## config.mk

```make
export PLATFORM = sky130hd
export DESIGN_NAME = accel_sequencer
export DESIGN_NICKNAME = d
export VERILOG_FILES = /design/src/rtl/accel_sequencer_pkg.sv /design/src/rtl/accel_sequencer.sv
export SDC_FILE = /design/constraint.sdc
export NUM_CORES = 1
export LEC_CHECK = 0
export ABC_AREA = 1
export ABC_CLOCK_PERIOD_IN_PS = 5000
export BUFFER_PORTS_ARGS = -buffer_cell sky130_fd_sc_hd__buf_2
export CORE_AREA = 2 2 203 205
export DETAILED_ROUTE_END_ITERATION = 10
export DIE_AREA = 0 0 205 207
export HOLD_SLACK_MARGIN = 0.1
export PLACE_DENSITY = 0.52
export SLEW_MARGIN = 20
export SYNTH_ARGS = -nofsm -noshare
export SYNTH_HDL_FRONTEND = slang
export SYNTH_SLANG_ARGS = --single-unit
```

## constraint.sdc

```tcl
create_clock -name clk -period 5 [get_ports clk]
set_input_delay 0.5 -clock clk [delete_from_list [all_inputs] [get_ports clk]]
set_output_delay 0.5 -clock clk [all_outputs]
set_load 0.01 [all_outputs]
```

## src/rtl/accel_sequencer_pkg.sv

```systemverilog
// Shared configuration for the accelerator sequencer: datapath geometry,
// default phase lengths and the FSM state encoding.
package accel_sequencer_pkg;

   localparam int DATASIZE       = 8;
   localparam int ARRAYWIDTH     = 16;
   localparam int LOAD_CYCLES    = 16;
   localparam int COMPUTE_CYCLES = 65;
   localparam int COLLECT_CYCLES = 76;
   localparam int UNLOAD_CYCLES  = 16;

   localparam logic [2:0] S_IDLE      = 3'd0;
   localparam logic [2:0] S_LOAD_STAT = 3'd1;
   localparam logic [2:0] S_LOAD_STRM = 3'd2;
   localparam logic [2:0] S_COMPUTE   = 3'd3;
   localparam logic [2:0] S_COLLECT   = 3'd4;
   localparam logic [2:0] S_UNLOAD    = 3'd5;
   localparam logic [2:0] S_DONE      = 3'd6;

   // Terminal phase-counter value for a state; single-cycle states end at 0.
   function automatic logic [7:0] phase_last(input logic [2:0] st,
                                             input int load_n,
                                             input int comp_n,
                                             input int coll_n,
                                             input int unld_n);
      int n;
      n = 1;
      case (st)
         S_LOAD_STAT, S_LOAD_STRM: n = load_n;
         S_COMPUTE:                n = comp_n;
         S_COLLECT:                n = coll_n;
         S_UNLOAD:                 n = unld_n;
         default:                  n = 1;
      endcase
      return 8'(n - 1);
   endfunction

endpackage

```

## src/rtl/accel_sequencer.sv

```systemverilog
// Layer-run sequencer: walks tile load, matmul, capture and readout phases and
// drives the tiler enables, accelerator buffer strobes and registered rows.
module accel_sequencer #(
   parameter int DATASIZE       = accel_sequencer_pkg::DATASIZE,
   parameter int ARRAYWIDTH     = accel_sequencer_pkg::ARRAYWIDTH,
   parameter int LOAD_CYCLES    = accel_sequencer_pkg::LOAD_CYCLES,
   parameter int COMPUTE_CYCLES = accel_sequencer_pkg::COMPUTE_CYCLES,
   parameter int COLLECT_CYCLES = accel_sequencer_pkg::COLLECT_CYCLES,
   parameter int UNLOAD_CYCLES  = accel_sequencer_pkg::UNLOAD_CYCLES
) (
   input  logic                           clk,
   input  logic                           rst,
   input  logic                           start,
   input  logic [DATASIZE*ARRAYWIDTH-1:0] stat_tile_data,
   input  logic [DATASIZE*ARRAYWIDTH-1:0] strm_tile_data,
   output logic                           stat_tile_en,
   output logic                           strm_tile_en,
   output logic [DATASIZE*ARRAYWIDTH-1:0] in_weight,
   output logic [DATASIZE*ARRAYWIDTH-1:0] in_act,
   output logic                           weight_buffer_load_en,
   output logic                           weight_buffer_out_en,
   output logic                           write_weight_en,
   output logic                           input_buffer_load_en,
   output logic                           input_buffer_out_en,
   output logic                           output_buffer_load_en,
   output logic                           output_buffer_out_en,
   output logic                           busy,
   output logic                           done
);
   import accel_sequencer_pkg::*;

   localparam int ROW_W = DATASIZE * ARRAYWIDTH;

   logic [2:0]       r_state;
   logic [2:0]       w_next;
   logic [7:0]       r_cnt;
   logic             w_last;
   logic             w_stat_en;
   logic             w_strm_en;
   logic             w_matmul;
   logic             r_wbl;
   logic             r_strm_d;
   logic             r_ibo;
   logic [ROW_W-1:0] r_in_weight;
   logic [ROW_W-1:0] r_in_act;

   assign w_last = (r_cnt == phase_last(r_state, LOAD_CYCLES, COMPUTE_CYCLES,
                                        COLLECT_CYCLES, UNLOAD_CYCLES));

   always_comb begin
      w_next = r_state;
      case (r_state)
         S_IDLE:      if (start)  w_next = S_LOAD_STAT;
         S_LOAD_STAT: if (w_last) w_next = S_LOAD_STRM;
         S_LOAD_STRM: if (w_last) w_next = S_COMPUTE;
         S_COMPUTE:   if (w_last) w_next = S_COLLECT;
         S_COLLECT:   if (w_last) w_next = S_UNLOAD;
         S_UNLOAD:    if (w_last) w_next = S_DONE;
         S_DONE:                  w_next = S_IDLE;
         default:                 w_next = S_IDLE;
      endcase
   end

   // Counter restarts on every state change and stays parked at 0 in IDLE.
   always_ff @(posedge clk or negedge rst) begin
      if (!rst) begin
         r_state <= S_IDLE;
         r_cnt   <= '0;
      end else begin
         r_state <= w_next;
         if (w_next != r_state || r_state == S_IDLE)
            r_cnt <= '0;
         else
            r_cnt <= r_cnt + 8'd1;
      end
   end

   assign w_stat_en = (r_state == S_LOAD_STAT);
   assign w_strm_en = (r_state == S_LOAD_STRM);
   assign w_matmul  = (r_state == S_COMPUTE) || (r_state == S_COLLECT);

   // Accelerator strobes trail the tiler enables by one cycle, matching the
   // tilers' registered row output.
   always_ff @(posedge clk or negedge rst) begin
      if (!rst) begin
         r_wbl       <= 1'b0;
         r_strm_d    <= 1'b0;
         r_ibo       <= 1'b0;
         r_in_weight <= '0;
         r_in_act    <= '0;
      end else begin
         r_wbl       <= w_stat_en;
         r_strm_d    <= w_strm_en;
         r_ibo       <= w_matmul;
         r_in_weight <= w_stat_en ? stat_tile_data : '0;
         r_in_act    <= w_strm_en ? strm_tile_data : '0;
      end
   end

   assign stat_tile_en          = w_stat_en;
   assign strm_tile_en          = w_strm_en;
   assign output_buffer_load_en = (r_state == S_COLLECT);
   assign output_buffer_out_en  = (r_state == S_UNLOAD);
   assign busy                  = (r_state != S_IDLE);
   assign done                  = (r_state == S_DONE);

   assign weight_buffer_load_en = r_wbl;
   assign input_buffer_load_en  = r_strm_d;
   assign write_weight_en       = r_strm_d;
   assign weight_buffer_out_en  = r_strm_d;
   assign input_buffer_out_en   = r_ibo;
   assign in_weight             = r_in_weight;
   assign in_act                = r_in_act;

endmodule

```

# Word level (Yosys, flattened, before mapping)
# Index checks and enable logic that the tools add are counted.
dict set report classes {
  addsub 2
  n_reduce_logical 5
  eq_ne 8
  muxes 11
}
# cell n
set ops {}
lappend ops {{2-to-1 mux 128 bit} 2}
lappend ops {{case mux 7 bit (3 select lines)} 1}
lappend ops {{2-to-1 mux 3 bit} 6}
lappend ops {{case mux 3 bit (6 select lines)} 1}
lappend ops {{equality test 3 bit (second input constant)} 3}
lappend ops {{adder 8 x 1 -> 8 bit (second input constant)} 1}
lappend ops {{equality test 8 bit} 1}
lappend ops {{2-to-1 mux 8 bit} 1}
lappend ops {{subtractor 8 x 2 -> 8 bit (second input constant)} 1}
lappend ops {{equality test 3 x 2 -> 1 bit (second input constant)} 2}
lappend ops {{equality test 3 x 1 -> 1 bit (second input constant)} 1}
lappend ops {{zero test 3 bit} 1}
lappend ops {{inequality test 3 bit} 1}
lappend ops {{nonzero test 3 bit} 1}
lappend ops {{OR reduction 3 bit} 1}
lappend ops {{logical OR 1 bit} 2}
dict set report totals {
  elab_cells 33
  in_bits 259
  out_inout_bits 267
  reg_bits 270
}

# Longest topological paths before layout
# Gate-level depths: netlist (run 1).
dict set report logic_depth {
  ltp_word 10
  depth_mapped 19
  ltp_nobuf 18
}

# Least setup slack after synthesis (run 1)
# OpenSTA, ideal clock, no wires.
dict set report synth_path {
  kind {register to register}
  from {reg r_state[0]}
  to {reg r_cnt[2]}
  period_less_slack_ns 2.108
  slack_ns 2.892
  path_stages_with_launch 16
  t_required_ns 4.880
  arrival_time_ns 1.988
  n_path_buf 1
  setup_ns 0.120
  path_cell_list {dfrtp_1 > clkbuf_8 > nor2_1 > nand2_2 > nand3_2 > ha_1 > nand2_1 > nand3_1 > nor2_1 > nand2_1 > nor2_1 > nand3_2 > o21ai_1 > nor2_2 > nand2_4 > nor2_1}
}
dict set report synth_via {
  elab_chain_cells 10
  word_cells_on_any_way 20
  cone_classes {1 x add/sub; 7 x eq/ne; 9 x mux; 3 x reduce/logical}
}
# item line_no
set synth_rtl {}
lappend synth_rtl {{start: declaration} accel_sequencer.sv:34} ;# logic [2:0] r_state;
lappend synth_rtl {{start signal: assignment} accel_sequencer.sv:70} ;# r_state <= w_next;
lappend synth_rtl {{equality test 3 bit (tied with other cells)} {accel_sequencer_pkg.sv:28, accel_sequencer.sv:52}}
lappend synth_rtl {{OR reduction 3 bit (no source line)} --}
lappend synth_rtl {{case mux 7 bit (3 select lines)} accel_sequencer_pkg.sv:28} ;# case (st)
lappend synth_rtl {{subtractor 8 x 2 -> 8 bit} accel_sequencer_pkg.sv:35} ;# return 8'(n - 1);
lappend synth_rtl {{equality test 8 bit} accel_sequencer.sv:47} ;# assign w_last = (r_cnt == phase_last(r_state, LOAD_CYCLES, COMPUTE_CYCLES,
lappend synth_rtl {{2-to-1 mux 3 bit, on equally long branches} --}
lappend synth_rtl {{case mux 3 bit (6 select lines)} accel_sequencer.sv:52} ;# case (r_state)
lappend synth_rtl {{inequality test 3 bit} accel_sequencer.sv:71} ;# if (w_next != r_state || r_state == S_IDLE)
lappend synth_rtl {{logical OR 1 bit (*)} accel_sequencer.sv:71}
lappend synth_rtl {{2-to-1 mux 8 bit (*)} accel_sequencer.sv:71}
lappend synth_rtl {{end signal: assignment} accel_sequencer.sv:74} ;# r_cnt <= r_cnt + 8'd1;
lappend synth_rtl {{end: declaration} accel_sequencer.sv:36} ;# logic [7:0] r_cnt;
# Mark *: on every way between the ends. The rest lies on a longest branch, timed or not.

# Worst setup path in the final report (run 1)
dict set report layout_path {
  from {reg r_state[0]}
  to {out strm_tile_en}
}
dict set report layout_via {
  elab_chain_cells 1
}
# item line_no
set layout_rtl {}
lappend layout_rtl {{equality test 3 x 2 -> 1 bit} accel_sequencer.sv:79} ;# assign w_strm_en = (r_state == S_LOAD_STRM);
lappend layout_rtl {{end: declaration} accel_sequencer.sv:17} ;# output logic strm_tile_en,
# No other way between the ends.

==> results.json, run 1 <==
{
  "status": "completed",
  "seqCellArea_sq_um": 6760,
  "cellLeakagePower_uw": 0.00965,
  "crit_fanout": 61,
  "core_sq_um": 40400,
  "syn_avg_cell_area_sq_um": 10.1,
  "arrival_ns": 2.73,
  "cp-start-kind": "flip-flop",
  "clk-insertion-delay-late_ns": 0.57,
  "grt_pass1_wl_um": 46000,
  "synth_commonest_cells": "inv_1 (282), nor2_1 (273), dfrtp_1 (270), nand2_1 (38)",
  "grt_pass1_vias": 8754,
  "synth_edf_count": 0,
  "start_util_pct": 23.4,
  "clockBufferDepth": 3,
  "cts_max_level": 1,
  "dp.cells": 1968,
  "wirelength_um": 30100,
  "hold_violations": 0,
  "dieArea_sq_um": 42400,
  "fin_crit_ns": 3.23,
  "io_buffers": 525,
  "syn_area_sq_um": 9430,
  "cts_resized": 0,
  "synth_most_common_cell": "inv_1",
  "multi_input_area_sq_um": 1460,
  "hpwl_um": 21500,
  "fillers": 4071,
  "fmax_mhz": 310,
  "drc": 0,
  "relSlewSlack_pct": 41.2,
  "synth_top_cell_by_area": "dfrtp_1",
  "ys_top_cells_by_area": "dfrtp_1 (72%), inv_1 (11%), nor2_1 (11%)",
  "cap_violations": 0,
  "ys.flop_type": "dfrtp_1",
  "avgRoutedWirePerCell_um": 14.0,
  "drtIter0Drc": 310,
  "num_io_pins": 526,
  "place.gp.congestion": 0.853,
  "gr-total-overflow": 0,
  "fp.dieH_um": 207,
  "synth-async-reset-ratio_pct": 100,
  "finalSetupViolCount": 0,
  "synth_fp_nets": 1198,
  "postCtsSetupRepairBufs": 0,
  "slew_viol_final": 0,
  "die_w_um": 205,
  "drt_first_pass_iters": 5,
  "rsz0062_at_grt": "false",
  "hold_path_class": "in2reg",
  "vias": 8085,
  "critPathKind": "reg2out",
  "hold_depth": 3,
  "synth_cells": 936,
  "nets": 1860,
  "timing.hold.ws_ns": 0.143,
  "grt_antenna_before_repair": 2,
  "p_total_uw": 4670,
  "std_cell_rows": 74,
  "ys_warn_count": 0,
  "drive_above_1_share_pct": 36.8,
  "grt_usage_pct": 13.7,
  "synth-seq-cells": 270,
  "ant_nets": 0,
  "max-vdd-ir-drop_v": 0.000247,
  "yosysTopAreaCellShare_pct": 71.6,
  "final_cell_count_no_fill": 2154,
  "power_density_nw_per_um2": 312,
  "clk_pin_slew_ns": 0.06,
  "synthDistinctLibCells": 27,
  "required_ns": 4.50,
  "cts.sinks": 270,
  "grt_max_degree": 148,
  "period_share_pct": 64.6,
  "viasPerCell": 3.75,
  "numCtsBuffers": 30,
  "worstMarginPinSlew_ns": 0.882,
  "worst_clock_skew_ns": 0.0213,
  "r2r_cells": 15,
  "final_util_pct": 37.1,
  "area_growth_pct": 58.7,
  "tns_ns": 0,
  "tritoncts": "yes",
  "clockRootBuffer": "clkbuf_16",
  "end_kind": "output port",
  "synth_seq_area_share_pct": 71.6
}
-- report_power, final --
part	switching [uW]	internal, uW	leakage, uW	total [uW]
sequential	0	2190	0.00375	2190
clock	893	1320	0.000493	2210
combinational	122	155	0.00541	276
-- layer usage --
layer / up-vias / share of wire (%) / track usage, %
met1: 3753 / 38 / 15.2
met2: 389 / 49 / 24.3
met3: 54 / 10 / 4.56
met4: 0 / 2.4 / 4.66
met5: - / 0 / 0
li1: 3889 / - / -
-- what timing repair did --
| action | 4_1_cts | 5_1_grt |
|---|---|---|
| endpoints found under the setup margin | 0 | 0 |
| hold buffers | 130 | 0 |
| hold endpoints to repair | 204 | 0 |
-- cell type report --
| cell class | count | share of cell area (%) |
|---|---|---|
| diodes | 2 | 0.0334 |
| clock buffers | 45 | 5.86 |
| clock inverters | 9 | 0.853 |
| inverters | 284 | 7.14 |
| multi-input cells | 351 | 9.75 |
| flip-flops and latches | 270 | 45.1 |
| well taps | 532 | 4.45 |
| repair buffers | 661 | 26.8 |
-- final timing paths --
path                       slack [ns]                 start                             end
hold / removal                   0.14    strm_tile_data[36]            in_act[36]$_DFF_PN0_
setup / recovery                 1.77  r_state[0]$_DFF_PN0_                    strm_tile_en
setup reg to reg                 1.88  r_state[0]$_DFF_PN0_              r_cnt[2]$_DFF_PN0_
hold reg to reg                  0.50    r_cnt[0]$_DFF_PN0_              r_cnt[0]$_DFF_PN0_
min in group asynchronous        0.50                   rst  input_buffer_load_en$_DFF_PN0_
max in group asynchronous        3.19                   rst            in_act[38]$_DFF_PN0_
-- cells in the final DEF (no fill, tap or decap), drive strengths merged, types with 3 or more instances in the layout --
cell,Yosys,routed
dlygate4sd3,0,130
clkbuf,15,45
o21ai,4,4
nor2,277,277
nand3,9,9
clkinv,0,7
inv,284,284
buf,16,531
nand2,45,45
a21oi,3,3
dfrtp,270,270
ha,3,3
-- critical path: stages (launching register included) --
cell     delay, ns
dfrtp_1       0.54
inv_1         0.20
nand3_4       0.59
buf_4         0.50
inv_1         0.11
buf_2         0.16
-- kinds of logic (layout without fill, tap and decap cells) --
group / after synthesis / count (layout) / share of synthesized area [%]
fa+ha+maj: 3 / 3 / 0.398
buf+inv: 315 / 999 / 12.9
simple gates: 336 / 336 / 14.2
flops: 270 / 270 / 71.6
other cells: 0 / 2 / 0
xor+xnor: 4 / 4 / 0.371
compound gates: 8 / 8 / 0.477
-- sequential cells by signal, indices dropped and copies added, names as in the netlist --
| signal | flops |
|---|---|
| r_cnt | 8 |
| input_buffer_load_en | 1 |
| input_buffer_out_en | 1 |
| r_state | 3 |
| in_act | 128 |
| in_weight | 128 |
| weight_buffer_load_en | 1 |
-- per-stage QoR --
stage	instance area, sq um	setup slack (ns)
6_report	15000	1.77
4_1_cts	15000	1.69
2_1_floorplan	9430	2.89
3_3_place_gp	12700	1.94
5_1_grt	15000	1.56
3_5_place_dp	12700	1.84
Note: power is estimated with default switching activity, not from simulation.
==> run 2: changes to the inputs <==
--- a/config.mk
+++ b/config.mk
@@ -6,13 +6,13 @@
 export NUM_CORES = 1
 export LEC_CHECK = 0
 export ABC_AREA = 1
-export ABC_CLOCK_PERIOD_IN_PS = 5000
+export ABC_CLOCK_PERIOD_IN_PS = 3300
 export BUFFER_PORTS_ARGS = -buffer_cell sky130_fd_sc_hd__buf_2
-export CORE_AREA = 2 2 203 205
+export CORE_AREA = 2 2 206 208
 export DETAILED_ROUTE_END_ITERATION = 10
-export DIE_AREA = 0 0 205 207
+export DIE_AREA = 0 0 208 210
 export HOLD_SLACK_MARGIN = 0.1
-export PLACE_DENSITY = 0.52
+export PLACE_DENSITY = 0.51
 export SLEW_MARGIN = 20
 export SYNTH_ARGS = -nofsm -noshare
 export SYNTH_HDL_FRONTEND = slang
==> constraint.sdc (replaced) <==
create_clock -name clk -period 3.3 [get_ports clk]
set_input_delay 0.33 -clock clk [delete_from_list [all_inputs] [get_ports clk]]
set_output_delay 0.33 -clock clk [all_outputs]
set_load 0.01 [all_outputs]
==> run 2 against run 1 <==
Clock skew fell by 0.0025 ns. Register-to-register slack got worse by 1.1 ns. Clock-buffer cell count fell by 2. Die area rose by 2.9%. Utilization rose by 2.6 points. Critical path depth did not move. Combinational power rose by 100%.
==> results.json, run 2 (synthesized netlist as in run 1, its figures left out) <==
{
  "crit_buf_inv": 3,
  "p_total_uw": 7750,
  "power_density_nw_per_um2": 470,
  "rsz0062_at_grt": "false",
  "avgRoutedWirePerCell_um": 14.5,
  "internal_power_uw": 6090,
  "final_cell_mix": "buf_2 (524), inv_1 (281), nor2_1 (273)",
  "dieArea_sq_um": 43700,
  "start_util_pct": 22.7,
  "clk-insertion-delay-late_ns": 0.59,
  "finalSetupViolCount": 0,
  "crit_slowest_cell": "buf_4",
  "drc": 0,
  "drive_above_1_share_pct": 34.7,
  "grt_pass1_vias": 9429,
  "final_cell_count_no_fill": 2298,
  "required_ns": 3.70,
  "clockRootBuffer": "clkbuf_16",
  "cts_max_level": 1,
  "area_growth_pct": 74.7,
  "place.gp.congestion": 0.809,
  "vias": 8653,
  "rrSetupSlack_ns": 0.80,
  "place_area_sq_um": 12700,
  "fmax_mhz": 400,
  "tritoncts": "yes",
  "seqCellArea_sq_um": 6760,
  "hpwl_um": 22400,
  "core_sq_um": 41500,
  "fin_crit_ns": 2.50,
  "cpLargestDelayFamily": "buffers and inverters",
  "crit_chain": "inv_1 -> nand3_4 -> buf_4 -> buf_4 -> nor2_1",
  "io_buffers": 525,
  "die_w_um": 208,
  "worst_clock_skew_ns": 0.0189,
  "wirelength_um": 33300,
  "drtIter0Drc": 563,
  "grt_pass1_wl_um": 51100,
  "cts.sinks": 270,
  "cp-start-kind": "flip-flop",
  "hold_path_class": "in2async",
  "fp.dieH_um": 210,
  "max-vdd-ir-drop_v": 0.000482,
  "numCtsBuffers": 31,
  "hold_violations": 0,
  "p_switching_uw": 1660,
  "critical_path_depth": 5,
  "critPathKind": "reg2reg",
  "cellLeakagePower_uw": 0.0103,
  "grt_antenna_before_repair": 4,
  "multi_input_area_sq_um": 1460,
  "clk_pin_slew_ns": 0.06,
  "std_cell_rows": 75,
  "r2r_cells": 5,
  "layout_commonest_cell": "buf_2",
  "reg2reg_from": "r_state[0]$_DFF_PN0_",
  "critPathMaxStageDelay_ns": 0.81,
  "fillers": 3974,
  "tns_ns": 0,
  "num_io_pins": 526,
  "period_share_pct": 75.8,
  "arrival_ns": 2.90,
  "crit_top_cell": "buf_4",
  "grt_usage_pct": 14.7,
  "dp.cells": 1977,
  "p_sw_share_pct": 21.4,
  "cap_violations": 0,
  "relSlewSlack_pct": 30.3,
  "crit_fanout": 98,
  "worstMarginPinSlew_ns": 1.05,
  "grt_max_degree": 99,
  "seq_power_share_pct": 42.7,
  "ant_nets": 0,
  "status": "completed",
  "p_comb_share_pct": 7.2,
  "nets": 1991,
  "slew_viol_final": 0,
  "final_cell_area_sq_um": 16500,
  "clkPwrFrac_pct": 50.1,
  "drt_first_pass_iters": 4,
  "rr_endpoint": "in_act[17]$_DFF_PN0_",
  "end_kind": "flip-flop",
  "timing.critical_path.from": "r_state[0]$_DFF_PN0_",
  "endpoint": "in_act[17]$_DFF_PN0_",
  "viasPerCell": 3.77,
  "clockBufferDepth": 3,
  "gr-total-overflow": 0
}
## run 2: timing repair
| action | CTS | global route |
|---|---|---|
| setup buffers | 0 | 0 |
| hold endpoints to repair | 344 | 0 |
| resized for setup | 0 | 0 |
| hold buffers | 258 | 0 |
| setup endpoints to repair | 0 | 0 |
## run 2: worst min path at each step
stage | from | end | slack (ns) | depth (start not counted)
after floorplan | rst | in_act[0]$_DFF_PN0_ | 0.03 | 0
after global routing | rst | in_weight[63]$_DFF_PN0_ | 0.44 | 2
after global placement | rst | in_weight[63]$_DFF_PN0_ | 0.42 | 1
after detailed placement | rst | in_weight[63]$_DFF_PN0_ | 0.43 | 1
final | rst | in_weight[63]$_DFF_PN0_ | 0.39 | 2
after CTS | rst | in_weight[92]$_DFF_PN0_ | 0.39 | 2
## run 2: power by group through the flow
stage | clock (uW) | combinational [uW] | sequential (uW)
finish | 3880 | 555 | 3310
global route | 4150 | 613 | 3310
CTS | 4000 | 553 | 3310
detailed placement | 0 | 305 | 3370
global placement | 0 | 305 | 3370
floorplan | 0 | 57.2 | 3370
## run 2: area by class of cell
cell class	instances	share of cell area, %
diodes	5	0.0759
flip-flops and latches	270	41.0
multi-input cells	351	8.86
clock buffers	43	5.65
clock inverters	15	1.50
inverters	284	6.48
well taps	539	4.09
repair buffers	791	32.3
## run 2: routing by layer
layer	wire (um)	global-route usage [%]	up-vias
li1	-	-	4150
met1	13000	17.1	4036
met2	16500	25.8	415
met3	2930	4.69	52
met4	780	4.65	0
met5	0	0	-
## run 2: worst register-to-register path, cell delays in order, from the launching register on
cell	delay (ns)
dfrtp_1	0.55
inv_1	0.22
nand3_4	0.13
buf_4	0.36
buf_4	0.83
nor2_1	0.25
## run 2: through the flow
stage | hold slack, ns | util (%) | worst slack, ns
floorplan | 0.0344 | - | 1.19
global placement | 0.425 | 30.6 | 0.913
detailed placement | 0.429 | 30.6 | 0.824
CTS | 0.395 | 39.7 | 0.817
global route | 0.436 | 39.7 | 0.582
finish | 0.389 | 39.7 | 0.800
==> run 3: changes to the inputs <==
--- a/config.mk
+++ b/config.mk
@@ -6,7 +6,7 @@
 export NUM_CORES = 1
 export LEC_CHECK = 0
 export ABC_AREA = 1
-export ABC_CLOCK_PERIOD_IN_PS = 3300
+export ABC_CLOCK_PERIOD_IN_PS = 2500
 export BUFFER_PORTS_ARGS = -buffer_cell sky130_fd_sc_hd__buf_2
 export CORE_AREA = 2 2 206 208
 export DETAILED_ROUTE_END_ITERATION = 10
==> constraint.sdc (replaced) <==
create_clock -name clk -period 2.5 [get_ports clk]
set_input_delay 0.25 -clock clk [delete_from_list [all_inputs] [get_ports clk]]
set_output_delay 0.25 -clock clk [all_outputs]
set_load 0.01 [all_outputs]
==> run 3 against run 2 <==
Clock-buffer cell count decreased by 3. Flip-flop and latch count unchanged. Total power increased by 27%. Largest power group unchanged.
==> results.json, run 3 (synthesized netlist as in run 1, its figures left out) <==
{
  "status": "completed",
  "cts.sinks": 270,
  "finalSetupViolCount": 0,
  "crit_top_cell": "inv_1",
  "critPathMaxStageDelay_ns": 0.44,
  "grt_usage_pct": 14.3,
  "endpoint": "strm_tile_en",
  "required_ns": 2.25,
  "drtIter0Drc": 421,
  "wl_met3_um": 2680,
  "setup_slack_ns": 0.119,
  "area_growth_pct": 74.4,
  "drive_above_1_share_pct": 34.9,
  "cp-start-kind": "flip-flop",
  "crit_buf_inv": 4,
  "num_io_pins": 526,
  "multi_input_area_sq_um": 1470,
  "relSlewSlack_pct": 54.7,
  "std_cell_rows": 75,
  "dieArea_sq_um": 43700,
  "fin_crit_ns": 2.38,
  "tns_ns": 0,
  "highest_layer": "met4",
  "p_total_uw": 9800,
  "io_buffers": 525,
  "dp_slack_ns": 0.141,
  "grt_pass1_wl_um": 50000,
  "power_density_nw_per_um2": 596,
  "cap_violations": 0,
  "r2r_cells": 16,
  "final_cell_count_no_fill": 2297,
  "ant_nets": 0,
  "viasPerCell": 3.81,
  "die_w_um": 208,
  "seqCellArea_sq_um": 6760,
  "drc": 0,
  "crit_fanout": 132,
  "avgRoutedWirePerCell_um": 14.1,
  "final_util_pct": 39.7,
  "fp.dieH_um": 210,
  "vias": 8741,
  "clk-insertion-delay-late_ns": 0.56,
  "cts_max_level": 1,
  "grt_antenna_before_repair": 3,
  "rrSetupSlack_ns": 0.20,
  "worstMarginPinSlew_ns": 0.680,
  "met1_length_um": 12800,
  "clockRootBuffer": "clkbuf_16",
  "cellLeakagePower_uw": 0.0103,
  "drt_first_pass_iters": 5,
  "critPathKind": "reg2out",
  "rr_endpoint": "r_cnt[2]$_DFF_PN0_",
  "nets": 1995,
  "final_cell_mix": "buf_2 (524), inv_1 (281), nor2_1 (272)",
  "fillers": 3979,
  "grt_max_degree": 133,
  "wl_met2_um": 15900,
  "crit_slowest_cell": "dfrtp_2",
  "tritoncts": "yes",
  "hpwl_um": 22000,
  "start_util_pct": 22.7,
  "clockBufferDepth": 3,
  "wirelength_um": 32500,
  "grt_pass1_vias": 9521,
  "rsz0062_at_grt": "true",
  "period_share_pct": 95.2,
  "core_sq_um": 41500,
  "gr-total-overflow": 0,
  "end_kind": "output port",
  "numCtsBuffers": 30,
  "max-vdd-ir-drop_v": 0.000513,
  "place.gp.congestion": 0.800,
  "layout_commonest_cell": "buf_2",
  "timing.critical_path.from": "r_state[0]$_DFF_PN0_",
  "clk_pin_slew_ns": 0.06,
  "dp.cells": 1982,
  "arrival_ns": 2.13,
  "slew_viol_final": 0,
  "hold_path_class": "in2async",
  "cpLargestDelayFamily": "buffers and inverters",
  "reg2reg_from": "r_state[0]$_DFF_PN0_",
  "fmax_mhz": 420,
  "worst_clock_skew_ns": 0.0101,
  "crit_chain": "inv_1 -> nand3_4 -> buf_16 -> inv_1 -> buf_2",
  "critical_path_depth": 5,
  "hold_violations": 0
}
==> run 3: cell count changes in the layout (fill, tap and decap cells not counted), sizes merged <==
cell,change
bufinv,-1
clkinvlp,-1
inv,-1
clkbuf,-3
diode,-2
clkinv,+2
buf,+5
==> run 3: final cells by class <==
cell class	instances	share of cell area, %
Multi-Input combinational cell	351	8.92
Tap cell	539	4.10
Clock inverter	14	1.30
Timing Repair Buffer	796	32.8
Sequential cell	270	41.1
Clock buffer	40	5.22
Inverter	284	6.50
Antenna cell	3	0.0456
==> run 3: how the worst min path moves through the flow <==
stage | startpoint | to | slack [ns] | depth (start not counted)
global route | rst | in_weight[45]$_DFF_PN0_ | 0.36 | 2
detailed placement | rst | in_weight[61]$_DFF_PN0_ | 0.32 | 1
CTS | rst | in_weight[103]$_DFF_PN0_ | 0.30 | 2
finish | rst | in_weight[45]$_DFF_PN0_ | 0.31 | 2
floorplan | rst | in_act[0]$_DFF_PN0_ | -0.05 | 0
global placement | rst | in_weight[63]$_DFF_PN0_ | 0.31 | 1
==> run 3: what timing repair did <==
item	in CTS	in global routing
resized for setup	0	5
setup buffers	0	0
hold endpoints to repair	335	0
setup endpoints to repair	0	9
hold buffers	258	0
==> run 3: report_power, final <==
group | switching [uW] | internal, uW | total [uW]
logic | 282 | 446 | 728
clock network | 1780 | 2920 | 4700
registers | 0 | 4370 | 4370
total | 2060 | 7740 | 9800
==> run 3: routing by layer <==
layer | global-route usage [%] | vias up
met5 | 0 | -
met4 | 5.55 | 0
met3 | 4.10 | 77
met2 | 24.7 | 406
met1 | 16.7 | 4100
li1 | - | 4158
==> run 3: metrics by stage <==
stage	hold slack, ns	cell area, sq um
2_1_floorplan	-0.0456	9430
3_3_place_gp	0.313	12800
3_5_place_dp	0.319	12800
4_1_cts	0.304	16400
5_1_grt	0.363	16400
6_report	0.311	16400
